<file path="src/rtl/gray_ptr_wr.sv">
// rtl/gray_ptr_wr.sv - FIFO write-side pointer: binary/Gray write pointer, read pointer synchronizer, full flag and occupancy
module gray_ptr_wr #(
  parameter int p_addr_width = 3
) (
  input  logic                    clk,
  input  logic                    reset,
  input  logic                    w_en,
  input  logic [p_addr_width:0]   rptr_gray,
  output logic                    w_accept,
  output logic [p_addr_width-1:0] waddr,
  output logic [p_addr_width:0]   wptr_gray,
  output logic                    full,
  output logic [p_addr_width:0]   wlevel
);

  localparam int PW = p_addr_width + 1;
  // Full when the write pointer is exactly one lap ahead: the top two Gray bits differ.
  localparam logic [PW-1:0] full_mask = PW'(3) << (PW - 2);

  logic [PW-1:0] wbin_q, wbin_d;
  logic [PW-1:0] wptr_gray_q, wptr_gray_d;
  logic [PW-1:0] rq1_q, rq2_q;
  logic [PW-1:0] rbin_sync;
  logic [PW-1:0] wlevel_q, wlevel_d;
  logic          full_q, full_d;

  assign w_accept = w_en & ~full_q;

  always_comb begin
    wbin_d = wbin_q;
    if (w_accept) begin
      wbin_d = wbin_q + PW'(1);
    end
    wptr_gray_d = wbin_d ^ (wbin_d >> 1);
  end

  // Gray to binary: bit i is the XOR of all synchronized bits at or above i.
  always_comb begin
    rbin_sync = '0;
    for (int i = 0; i < PW; i++) begin
      rbin_sync = rbin_sync ^ (rq2_q >> i);
    end
  end

  always_comb begin
    full_d   = (wptr_gray_d == (rq2_q ^ full_mask));
    wlevel_d = wbin_d - rbin_sync;
  end

  always_ff @(posedge clk or posedge reset) begin
    if (reset) begin
      wbin_q      <= '0;
      wptr_gray_q <= '0;
      rq1_q       <= '0;
      rq2_q       <= '0;
      full_q      <= 1'b0;
      wlevel_q    <= '0;
    end else begin
      wbin_q      <= wbin_d;
      wptr_gray_q <= wptr_gray_d;
      rq1_q       <= rptr_gray;
      rq2_q       <= rq1_q;
      full_q      <= full_d;
      wlevel_q    <= wlevel_d;
    end
  end

  assign waddr     = wbin_q[p_addr_width-1:0];
  assign wptr_gray = wptr_gray_q;
  assign full      = full_q;
  assign wlevel    = wlevel_q;

endmodule

</file>
<file path="config.mk">
export PLATFORM = sky130hd
export DESIGN_NAME = gray_ptr_wr
export DESIGN_NICKNAME = d
export VERILOG_FILES = /design/src/rtl/gray_ptr_wr.sv
export SDC_FILE = /design/constraint.sdc
export NUM_CORES = 1
export LEC_CHECK = 0
export BUFFER_PORTS_ARGS = -buffer_cell sky130_fd_sc_hd__buf_2
export CORE_UTILIZATION = 51
export CTS_CLUSTER_SIZE = 14
export DETAILED_ROUTE_END_ITERATION = 8
export PLACE_DENSITY_LB_ADDON = 0.25
export SLEW_MARGIN = 10
export SYNTH_ARGS = -nofsm -noshare
export SYNTH_HDL_FRONTEND = slang
export SYNTH_SLANG_ARGS = --single-unit
</file>
<file path="constraint.sdc">
create_clock -name clk -period 2.5 [get_ports clk]
set_input_delay 0.25 -clock clk [delete_from_list [all_inputs] [get_ports clk]]
set_output_delay 0.25 -clock clk [all_outputs]
set_load 0.02 [all_outputs]
</file>
* Word-level counts from Yosys, hierarchy flattened *
Index checks and enable logic that the tools add are counted.

word-level totals
  register bits = 21
  input bits = 7

operators by class
  mux-type cells = 1
  bitwise gates (word level) = 7
  add/subtract/negate cells = 2
  equal/unequal tests = 1

operators with widths
  kind                 number
  $xor 4x3->4          2
  $add 4x1->4 const B  1
  $eq 4x4->1           1
  $mux 4               1
  $sub 4x4->4          1
  $xor 4x1->4          1
  $xor 4x2->4          1
  $not 2->2            1
  $and 1x1->1          1
  $not 1->1            1

* Logic depth before layout (Yosys ltp) *
Gate-level depths: netlist of run 1.

  word-level depth = 5
  depth in mapped cells = 9
  depth with buffers taken out = 9

* Worst setup path before layout of run 1 *
Ideal clock, no wire load.

  path type = register -> register
  start = reg wbin_q[1]
  end = reg full_q (netlist: full)
  setup time = 0.096 ns
  cell stages (with the launch flop) = 7
  period minus slack after synthesis = 1.819 ns
  path slack = 0.681 ns
  required time = 2.404 ns
  path buffers = 0
  arrival = 1.724 ns
  cells stage by stage = dfrtp_1 -> ha_1 -> nand3b_2 -> xor2_2 -> xor3_2 -> xnor2_1 -> nor4_2

between the ends
  longest elaborated chain between the ends = 4

ends and longest elaborated chain
  what                      line  source
  start: declaration        20    logic [PW-1:0] wbin_q, wbin_d;
  start signal: assignment  59    wbin_q <= wbin_d;
  $add 4x1->4               32    wbin_d = wbin_q + PW'(1);
  $mux 4                    31    if (w_accept) begin
  $xor 4x3->4               34    wptr_gray_d = wbin_d ^ (wbin_d >> 1);
  via wptr_gray_d[2]        21    logic [PW-1:0] wptr_gray_q, wptr_gray_d;
  $eq 4x4->1                46    full_d = (wptr_gray_d == (rq2_q ^ full_mask));
  via full_d                25    logic full_q, full_d;
  end signal: assignment    63    full_q <= full_d;
  end: declaration          25

The timed path passes the listed nets, and every way through them passes these cells.

* Worst setup path in the final report of run 1 *
  start = reg rq2_q[3]
  end = reg wlevel_q[2] (netlist: wlevel[2])

between the ends
  longest elaborated chain between the ends = 4

ends and longest elaborated chain
  what                      line  source
  start: declaration        22    logic [PW-1:0] rq1_q, rq2_q;
  start signal: assignment  62    rq2_q <= rq1_q;
  $xor 4x3->4               41    rbin_sync = rbin_sync ^ (rq2_q >> i);
  $xor 4x2->4               41
  $xor 4x1->4 *             41
  $sub 4x4->4 *             47    wlevel_d = wbin_d - rbin_sync;
  via wlevel_d[2]           24    logic [PW-1:0] wlevel_q, wlevel_d;
  end signal: assignment    64    wlevel_q <= wlevel_d;
  end: declaration          24

Mark *: on every way through the listed nets, which the timed path passes. The rest lies on a longest branch.

==> results of run 1 <==
cell type report:
cell class | instances | share of cell area
Tap cell | 16 | 0.0194
Inverter | 7 | 0.0254
Timing Repair Buffer | 19 | 0.0920
Multi-Input combinational cell | 34 | 0.344
Sequential cell | 20 | 0.484
Clock buffer | 4 | 0.0351
sequential cells by signal (all words and copies together) (netlist names):
name       flops
full           1
wptr_gray      3
wbin_q         4
rq1_q          4
rq2_q          4
wlevel         4
worst max path at each step:
| stage | slack (ns) | from | depth (start not counted) | to |
|---|---|---|---|---|
| 5_1_grt | 0.39 | rq2_q[3]$_DFF_PP0_ | 7 | wlevel[3]$_DFF_PP0_ |
| 6_report | 0.57 | rq2_q[3]$_DFF_PP0_ | 8 | wlevel[2]$_DFF_PP0_ |
| 3_5_place_dp | 0.57 | rq2_q[3]$_DFF_PP0_ | 7 | wlevel[3]$_DFF_PP0_ |
| 2_1_floorplan | 0.68 | wbin_q[1]$_DFF_PP0_ | 6 | full$_DFF_PP0_ |
| 4_1_cts | 0.56 | rq2_q[3]$_DFF_PP0_ | 8 | wlevel[2]$_DFF_PP0_ |
| 3_3_place_gp | 0.57 | rq2_q[3]$_DFF_PP0_ | 7 | wlevel[3]$_DFF_PP0_ |
metal layers:
layer	wire [um]	track usage	up-vias
li1	-	-	243
met1	549	0.221	224
met2	589	0.224	19
met3	70	0.0417	2
met4	18	0.0938	0
met5	0	0	-
stage by stage:
step           setup WS (ns)  cells  power, mW  area (um^2)  hold slack (ns)
2_1_floorplan          0.681     61       1.15          882            0.214
3_3_place_gp           0.566     96       1.32          997            0.337
3_5_place_dp           0.574     96       1.34          997            0.341
4_1_cts                0.561    100       1.52         1030           0.0431
5_1_grt                0.389    100       1.61         1030           0.0335
6_report               0.572    100       1.50         1030           0.0486
synthesized netlist by cell type, types with 3 or more instances:
cell | count | share of area
dfrtp_1 | 20 | 0.57
ha_1 | 3 | 0.043
inv_1 | 6 | 0.026
xnor2_1 | 10 | 0.099
xor2_1 | 4 | 0.040
power groups by stage:
stage	clock network [mW]	registers, mW	logic, mW
finish	0.179	0.502	0.823
global placement	0	0.510	0.814
floorplan	0	0.633	0.520
detailed placement	0	0.511	0.826
CTS	0.185	0.504	0.831
global route	0.198	0.514	0.900
cells by family (layout without fill, tap and decap cells):
group	after synthesis	after routing	synth area share
AO/OA/AOI/OAI	5	5	0.0440
XOR/XNOR	17	17	0.204
adder cells (fa/ha/maj)	3	3	0.0426
buffers and inverters	7	30	0.0298
flip-flops	20	20	0.567
multiplexers	2	2	0.0383
AND/OR/NAND/NOR	7	7	0.0737
==> qor.txt, run 1 <==
final hold violation count = 0
initial drt markers = 9
num rows = 14
crit path time final = 1.93 ns
CP dominant cell by count = xnor2_1
failing checks = DRC
Sw Share = 0.411
Num CTS Buffers = 3
Ys Warns = 0
Port Buffer Count = 19
most frequent cells in the layout = dfrtp_1, buf_2, xnor2_1, inv_1, xor2_1
max-cap viol count = 0
post-synth cell types = 23
Worst Tran Pin Value = 0.718 ns
first-pass GRT wire length = 2100 um
hold crit path type = in2async
r2r worst-path depth = 8
cts repair resizes = 0
Initial Utilization = 0.566
final setup violation count = 0
status = complete, but fails checks
combinational share of power = 0.547
Slowest cell on crit path = dfrtp_1
vias = 488
vias in the first global route = 471
Ports = 20
Clock Skews = 0.0112 ns
CTS sink cnt = 20
RSZ-0062 raised after global routing = false
Root Driver = clkbuf_4
Int Power = 0.886 mW
Post-Route Utilization = 0.663
static leakage = 0.496 nW
crit-path leading delay family = XOR/XNOR gates
initial antenna violation count = 0
largest net degree at the start of global routing = 21
CTS tree = done
Worst VDD drop = 0.000742 V
die area = 0.00190 mm^2
CP bufs+invs = 1
# hold bufs at CTS = 0
core area = 0.00156 mm^2
pwr dens = 1460 mW/mm^2
Avg Cell Area, Syn = 14.5 um^2
vias per inst = 4.88
FF-to-FF Start = rq2_q[3]$_DFF_PP0_
fraction of layout cells with a size suffix above 1 = 0.405
leading cell type in the layout, fill and taps excluded = dfrtp_1
period utilization = 0.771
Worst EP required = 2.73 ns
number of synthesized register bits = 20
Worst-path clk slew = 0.11 ns
synthesized cell area = 882 um^2
sequential cell area = 500 um^2
r2r setup slk = 0.57 ns
Max Clk Rate = 0.519 GHz
GPL Wtd Cong = 0.812
Cells after Synth = 61
sequential power share = 0.333
Antenna Nets Post-Route = 0
Data arrival, critical path = 2.16 ns
Seq/Total Area, Yosys = 0.567
Max Root-Sink Buffers = 2
Slew HR = 0.520
clock insertion delay at the later pin of the skew report = 0.30 ns
RR Endpoint = wlevel[2]$_DFF_PP0_
dpl hpwl = 930 um
Clock Power Share = 0.119
DRC viols = 2
Top FF cell, synth = dfrtp_1
kind of critical path = reg2reg
nets = 95
WL/cell = 12.3 um
Crit. End Element = flop
maximum fanout along the worst path = 3
Sw Pwr = 0.618 mW
critical-path cell list = xor2_1 -> xnor2_1 -> xnor2_1 -> ha_1 -> inv_1 -> ha_1 -> o21ai_1 -> xnor2_1
Crit path largest cell delay = 0.43 ns
post-synthesis async set-or-reset flop share = 1.00
ANT cells = 0
Die Span Y = 43.6 um
Slew Viols, Final = 0
total track usage = 0.158
final wirelength = 1230 um
post-CTS setup buffers = 0
Detailed Routing Iterations Pass 1 = 6
setup tns final = 0 ns
Area Overhead vs Synth = 17.2%
synthesized net count = 71
Post-synth EDFFs = 0
GRT overflow = 0
area of the multi-input gates = 355 um^2
Fillers = 114
Critical Path Source Type = flop
htree depth = 1
DIE WIDTH = 43.6 um
(Power assumes the default switching activity.)
==> run 2: changes to the inputs <==
Settings changed: CORE_UTILIZATION 51 to 46.
Clock period 2.5 ns to 1.6 ns, I/O delays scaled along.
==> run 2 against run 1 <==
  * The flow finishes with violations (setup timing)
  * Via count increased by 17%
  * Combinational power increased by 110%
  * Setup slack got worse by 0.73 ns
  * Sequential power increased by 57%
  * Sequential share of layout area decreased by 9.9 points
  * Die area increased by 10%
  * Sequential cell count unchanged
  * Highest routed layer unchanged
==> qor.txt, run 2 (same netlist as run 1, synthesis figures left out) <==
FF-to-FF Start = rq2_q[3]$_DFF_PP0_
Critical Path Start = rq2_q[3]$_DFF_PP0_
final setup violation count = 3 (+3)
Die Span Y = 45.8 um (+5.0%)
Worst-path clk slew = 0.11 ns (about the same)
hold path start = w_en
GRT overflow = 0 (unchanged)
first-pass GRT wire length = 2320 um (+11%)
Data arrival, critical path = 1.95 ns (-0.21 ns)
maximum fanout along the worst path = 3 (unchanged)
RSZ-0062 raised after global routing = true
pwr dens = 2160 mW/mm^2 (+49%)
period utilization = 1.10 (+0.330)
initial antenna violation count = 0 (unchanged)
Setup WS post-layout = -0.162 ns (-0.734 ns)
nets = 115 (+21%)
hold crit path type = in2reg
Worst VDD drop = 0.00122 V (+64%)
most frequent cells in the layout = buf_2, dfrtp_1, buf_4, xnor2_1
largest net degree at the start of global routing = 21 (unchanged)
Initial Utilization = 0.500 (-0.0658)
fraction of layout cells with a size suffix above 1 = 0.606 (+0.201)
status = complete, but fails checks
r2r worst-path depth = 9 (+1)
GR Util met1 = 0.195 (-0.0259)
failing checks = setup timing
Clock Skews = 0.00626 ns (-0.00496 ns)
max-cap viol count = 0 (unchanged)
Worst Tran Pin Value = 0.316 ns (-0.402 ns)
static leakage = 0.610 nW (+23%)
Max Clk Rate = 0.568 GHz (+9.4%)
core area = 0.00176 mm^2 (+13%)
Crit. End Element = flop
stages on the worst setup path = 9 (+1)
dpl hpwl = 1050 um (+13%)
post-place setup slack = -0.149 ns (-0.723 ns)
initial drt markers = 1 (-8)
Int Power = 1.70 mW (+92%)
total track usage = 0.167 (+0.00863)
Clock Power Share = 0.101 (-0.018)
GR Layer Usage met3 = 0.0476 (+0.00595)
crit-path leading delay family = XOR/XNOR gates
CTS tree = done
die area = 0.00210 mm^2 (+10%)
WHS = 0.222 ns (+0.173 ns)
clock insertion delay at the later pin of the skew report = 0.29 ns (about the same)
GPL Wtd Cong = 0.731 (-10%)
Area Overhead vs Synth = 47.9%
vias per inst = 4.43 (-9.3%)
Max Root-Sink Buffers = 2 (unchanged)
htree depth = 1 (unchanged)
final wirelength = 1460 um (+19%)
WL/cell = 11.3 um (-8.0%)
sequential power share = 0.278 (-0.055)
CTS sink cnt = 20 (unchanged)
Slew Viols, Final = 0 (unchanged)
vias = 571 (+17%)
crit path time final = 1.76 ns (-0.166 ns)
Fillers = 125 (+9.6%)
Root Driver = clkbuf_4
Sw Share = 0.397 (-0.0143)
num rows = 15 (+1)
Slowest cell on crit path = dfrtp_1
final hold violation count = 0 (unchanged)
combinational share of power = 0.621 (+0.074)
leading cell type in the layout, fill and taps excluded = buf_2
kind of critical path = reg2reg
ANT cells = 0 (unchanged)
vias in the first global route = 546 (+16%)
Port Buffer Count = 19 (unchanged)
CP bufs+invs = 1 (unchanged)
Ports = 20 (unchanged)
DIE WIDTH = 45.8 um (+5.0%)
Slew HR = 0.785 (+0.264)
Crit path largest cell delay = 0.43 ns (about the same)
busiest grt layer = met2
Antenna Nets Post-Route = 0 (unchanged)
Sw Pwr = 1.12 mW (+81%)
Num CTS Buffers = 3 (unchanged)
worst hold stages = 3
r2r setup slk = -0.16 ns (-0.73 ns)
critical-path cell list = xor2_2 -> xnor2_2 -> xnor2_1 -> ha_2 -> inv_2 -> ha_4 -> nand2_2 -> o21ai_2 -> xnor2_1
Detailed Routing Iterations Pass 1 = 2 (-4)
DRC viols = 0 (-2)
M2 GR Usage = 0.286 (+0.0618)
CP dominant cell by count = xnor2_1
Worst EP required = 1.79 ns (-0.94 ns)
Critical Path Source Type = flop
==> run 2: timing repair <==
item	CTS	global route
buffers inserted	3	1
cloned	0	0
resized for setup	7	1
endpoints found under the hold margin	24	0
setup endpoints to repair	4	4
pin swaps	11	3
hold buffers	5	0
==> run 2: worst paths after layout <==
path / endpoint
worst max-delay path: wlevel[2]$_DFF_PP0_
worst min-delay path: wbin_q[0]$_DFF_PP0_
worst max register to register: wlevel[2]$_DFF_PP0_
worst min register to register: rq2_q[0]$_DFF_PP0_
max in group asynchronous: wbin_q[1]$_DFF_PP0_
min in group asynchronous: rq1_q[0]$_DFF_PP0_
==> run 2: metrics by stage <==
stage	setup TNS, ns	util	total power [mW]	cell area, um^2	instances
3_3_place_gp	-0.205	0.645	2.34	1140	116
3_5_place_dp	-0.346	0.645	2.37	1140	116
6_report	-0.348	0.740	2.82	1310	129
5_1_grt	-0.596	0.740	3.03	1310	129
4_1_cts	-0.297	0.731	2.79	1290	128
2_1_floorplan	-0.393	-	1.92	930	61
==> run 2: worst min-delay path, stage by stage <==
cell and delay [ns]:
buf_2 0.13, nand2b_4 0.12, xnor2_2 0.08
==> run 2: power by group through the flow <==
stage                     logic (mW)  clock network, mW  registers, mW
final                           1.75              0.284          0.786
after detailed placement        1.57                  0          0.797
after global routing            1.90              0.318          0.812
after global placement          1.54                  0          0.791
after floorplan                0.906                  0           1.02
after CTS                       1.70              0.295          0.791
==> run 2: layout make-up <==
type / count / area [um^2] / area share
Sequential cell: 20 / 503 / 0.385
Multi-Input combinational cell: 34 / 450 / 0.345
Timing Repair Buffer: 39 / 258 / 0.198
Clock buffer: 4 / 36.3 / 0.0278
Tap cell: 25 / 31.3 / 0.0240
Inverter: 7 / 26.3 / 0.0201
==> run 2: metal layers <==
| layer | share of wire | vias up |
|---|---|---|
| met5 | 0 | - |
| met4 | 0.0082 | 0 |
| met3 | 0.034 | 2 |
| met2 | 0.52 | 15 |
| met1 | 0.44 | 272 |
| li1 | - | 282 |
==> run 3: changes to the inputs <==
Settings changed: SETUP_SLACK_MARGIN from default to 0.15.
==> run 3 against run 2 <==
  * The run still ends with setup timing left
  * Die area unchanged
  * Wire length decreased by 0.48%
  * Combinational power up 2%
  * Register-to-register slack better by 0.04 ns
==> qor.txt, run 3 (same netlist as run 1, synthesis figures left out) <==
Slew HR = 0.745 (-0.0396)
static leakage = 0.619 nW (+1.4%)
Int Power = 1.68 mW (-1.3%)
dpl hpwl = 1120 um (+6.5%)
failing checks = setup timing
Max Root-Sink Buffers = 2 (unchanged)
hold crit path type = in2reg
largest net degree at the start of global routing = 12 (-43%)
crit path time final = 1.72 ns (-0.0420 ns)
CTS sink cnt = 20 (unchanged)
Fillers = 126 (+0.80%)
Detailed Routing Iterations Pass 1 = 4 (+2)
WL/cell = 11.2 um (-0.48%)
Die Span Y = 45.8 um (unchanged)
sequential power share = 0.277 (about the same)
CTS tree = done
Initial Utilization = 0.500 (unchanged)
non-filler cells, final = 129 (unchanged)
Port Buffer Count = 19 (unchanged)
Worst VDD drop = 0.00119 V (-1.9%)
vias per inst = 4.47 (+0.88%)
RSZ-0062 raised after global routing = true
max-cap viol count = 0 (unchanged)
Sw Pwr = 1.12 mW (about the same)
Sw Share = 0.400 (+0.00338)
DRC viols = 0 (unchanged)
Tot Pwr = 2.80 mW (-0.78%)
leading cell type in the layout, fill and taps excluded = buf_2
initial antenna violation count = 0 (unchanged)
vias in the first global route = 581 (+6.4%)
die area = 0.00210 mm^2 (unchanged)
ANT cells = 0 (unchanged)
total track usage = 0.171 (+0.00392)
DIE WIDTH = 45.8 um (unchanged)
Crit. End Element = flop
final setup violation count = 3 (unchanged)
Data arrival, critical path = 1.89 ns (-0.06 ns)
Critical Path Start = rq2_q[2]$_DFF_PP0_
Root Driver = clkbuf_4
Num CTS Buffers = 3 (unchanged)
final hold violation count = 0 (unchanged)
htree depth = 1 (unchanged)
kind of critical path = reg2reg
core area = 0.00176 mm^2 (unchanged)
period utilization = 1.08 (-0.0262)
nets = 115 (unchanged)
vias = 576 (+0.88%)
Max Clk Rate = 0.581 GHz (+2.4%)
first-pass GRT wire length = 2380 um (+2.7%)
Post-Route Utilization = 0.736 (-0.00355)
Worst EP required = 1.77 ns (-0.02 ns)
placed cells = 115 (-0.86%)
setup tns final = -0.272 ns (+0.0763 ns)
combinational share of power = 0.637 (+0.016)
Critical Path Source Type = flop
Worst-path clk slew = 0.11 ns (about the same)
Ports = 20 (unchanged)
initial drt markers = 8 (+7)
Setup WS post-layout = -0.120 ns (+0.0420 ns)
Antenna Nets Post-Route = 0 (unchanged)
GPL Wtd Cong = 0.704 (-3.7%)
Worst Tran Pin Value = 0.382 ns (+0.0658 ns)
Area Overhead vs Synth = 47.2%
hold path start = w_en
maximum fanout along the worst path = 3 (unchanged)
Clock Power Share = 0.085 (-0.016)
most frequent cells in the layout = buf_2, dfrtp_1, buf_4, xnor2_1
GRT overflow = 0 (unchanged)
FF-to-FF Start = rq2_q[2]$_DFF_PP0_
fraction of layout cells with a size suffix above 1 = 0.606 (unchanged)
pwr dens = 2160 mW/mm^2 (-0.30%)
final wirelength = 1450 um (-0.48%)
Clock Skews = 0.00240 ns (-0.00387 ns)
Slew Viols, Final = 0 (unchanged)
status = complete, but fails checks
clock insertion delay at the later pin of the skew report = 0.29 ns (about the same)
num rows = 15 (unchanged)
## run 3: cell counts in the layout (fill, tap and decap cells not counted)
No cell type changed its count.
## run 3: critical path, cell delays in order, from the launching register on
cell and delay [ns]:
dfrtp_1 0.42, xor2_2 0.21, xnor2_2 0.15, xnor2_1 0.13, ha_2 0.21, a221oi_2 0.27
a211oi_2 0.08, xnor2_1 0.13
## run 3: path summary, 6_finish.rpt
path	end	slack (ns)	cells after the start
min reg2reg	rq2_q[3]$_DFF_PP0_	0.36	0
min in group asynchronous	rq1_q[0]$_DFF_PP0_	0.37	3
max	wlevel[3]$_DFF_PP0_	-0.12	7
max in group asynchronous	full$_DFF_PP0_	0.74	4
min	wbin_q[0]$_DFF_PP0_	0.26	3
max reg2reg	wlevel[3]$_DFF_PP0_	-0.12	7
## run 3: metrics by stage
stage | cell area (um^2) | hold WS [ns] | setup WS [ns]
2_1_floorplan | 933 | 0.124 | -0.142
4_1_cts | 1270 | 0.242 | -0.138
3_3_place_gp | 1130 | 0.145 | -0.135
6_report | 1300 | 0.259 | -0.120
3_5_place_dp | 1130 | 0.147 | -0.186
5_1_grt | 1300 | 0.248 | -0.213
## run 3: power by group through the flow
stage	combinational (mW)	sequential [mW]	clock [mW]
after floorplan	0.895	1.02	0
after global placement	1.55	0.788	0
after detailed placement	1.59	0.792	0
after CTS	1.73	0.783	0.250
after global routing	1.94	0.797	0.268
final	1.79	0.777	0.239
## run 3: metal layers
layer  track usage  vias up  share of wire
met1         0.191      277           0.41
met3        0.0357        2          0.029
met2         0.303       15           0.55
met4        0.0882        0          0.012
li1              -      282              -
met5             0        -              0
## run 3: repair_timing
| item | in CTS | in global routing |
|---|---|---|
| endpoints found under the hold margin | 14 | 0 |
| hold buffers | 5 | 0 |
| setup buffers | 2 | 3 |
| endpoints found under the setup margin | 5 | 6 |
| pin swaps | 9 | 4 |
| gates resized for setup | 7 | 1 |
## run 3: layout make-up
type                            count  area, um^2  share of cell area
Clock buffer                        4        26.3              0.0202
Inverter                            7        28.8              0.0222
Multi-Input combinational cell     34         450               0.347
Sequential cell                    20         504               0.388
Tap cell                           25        31.3              0.0241
Timing Repair Buffer               39         258               0.198
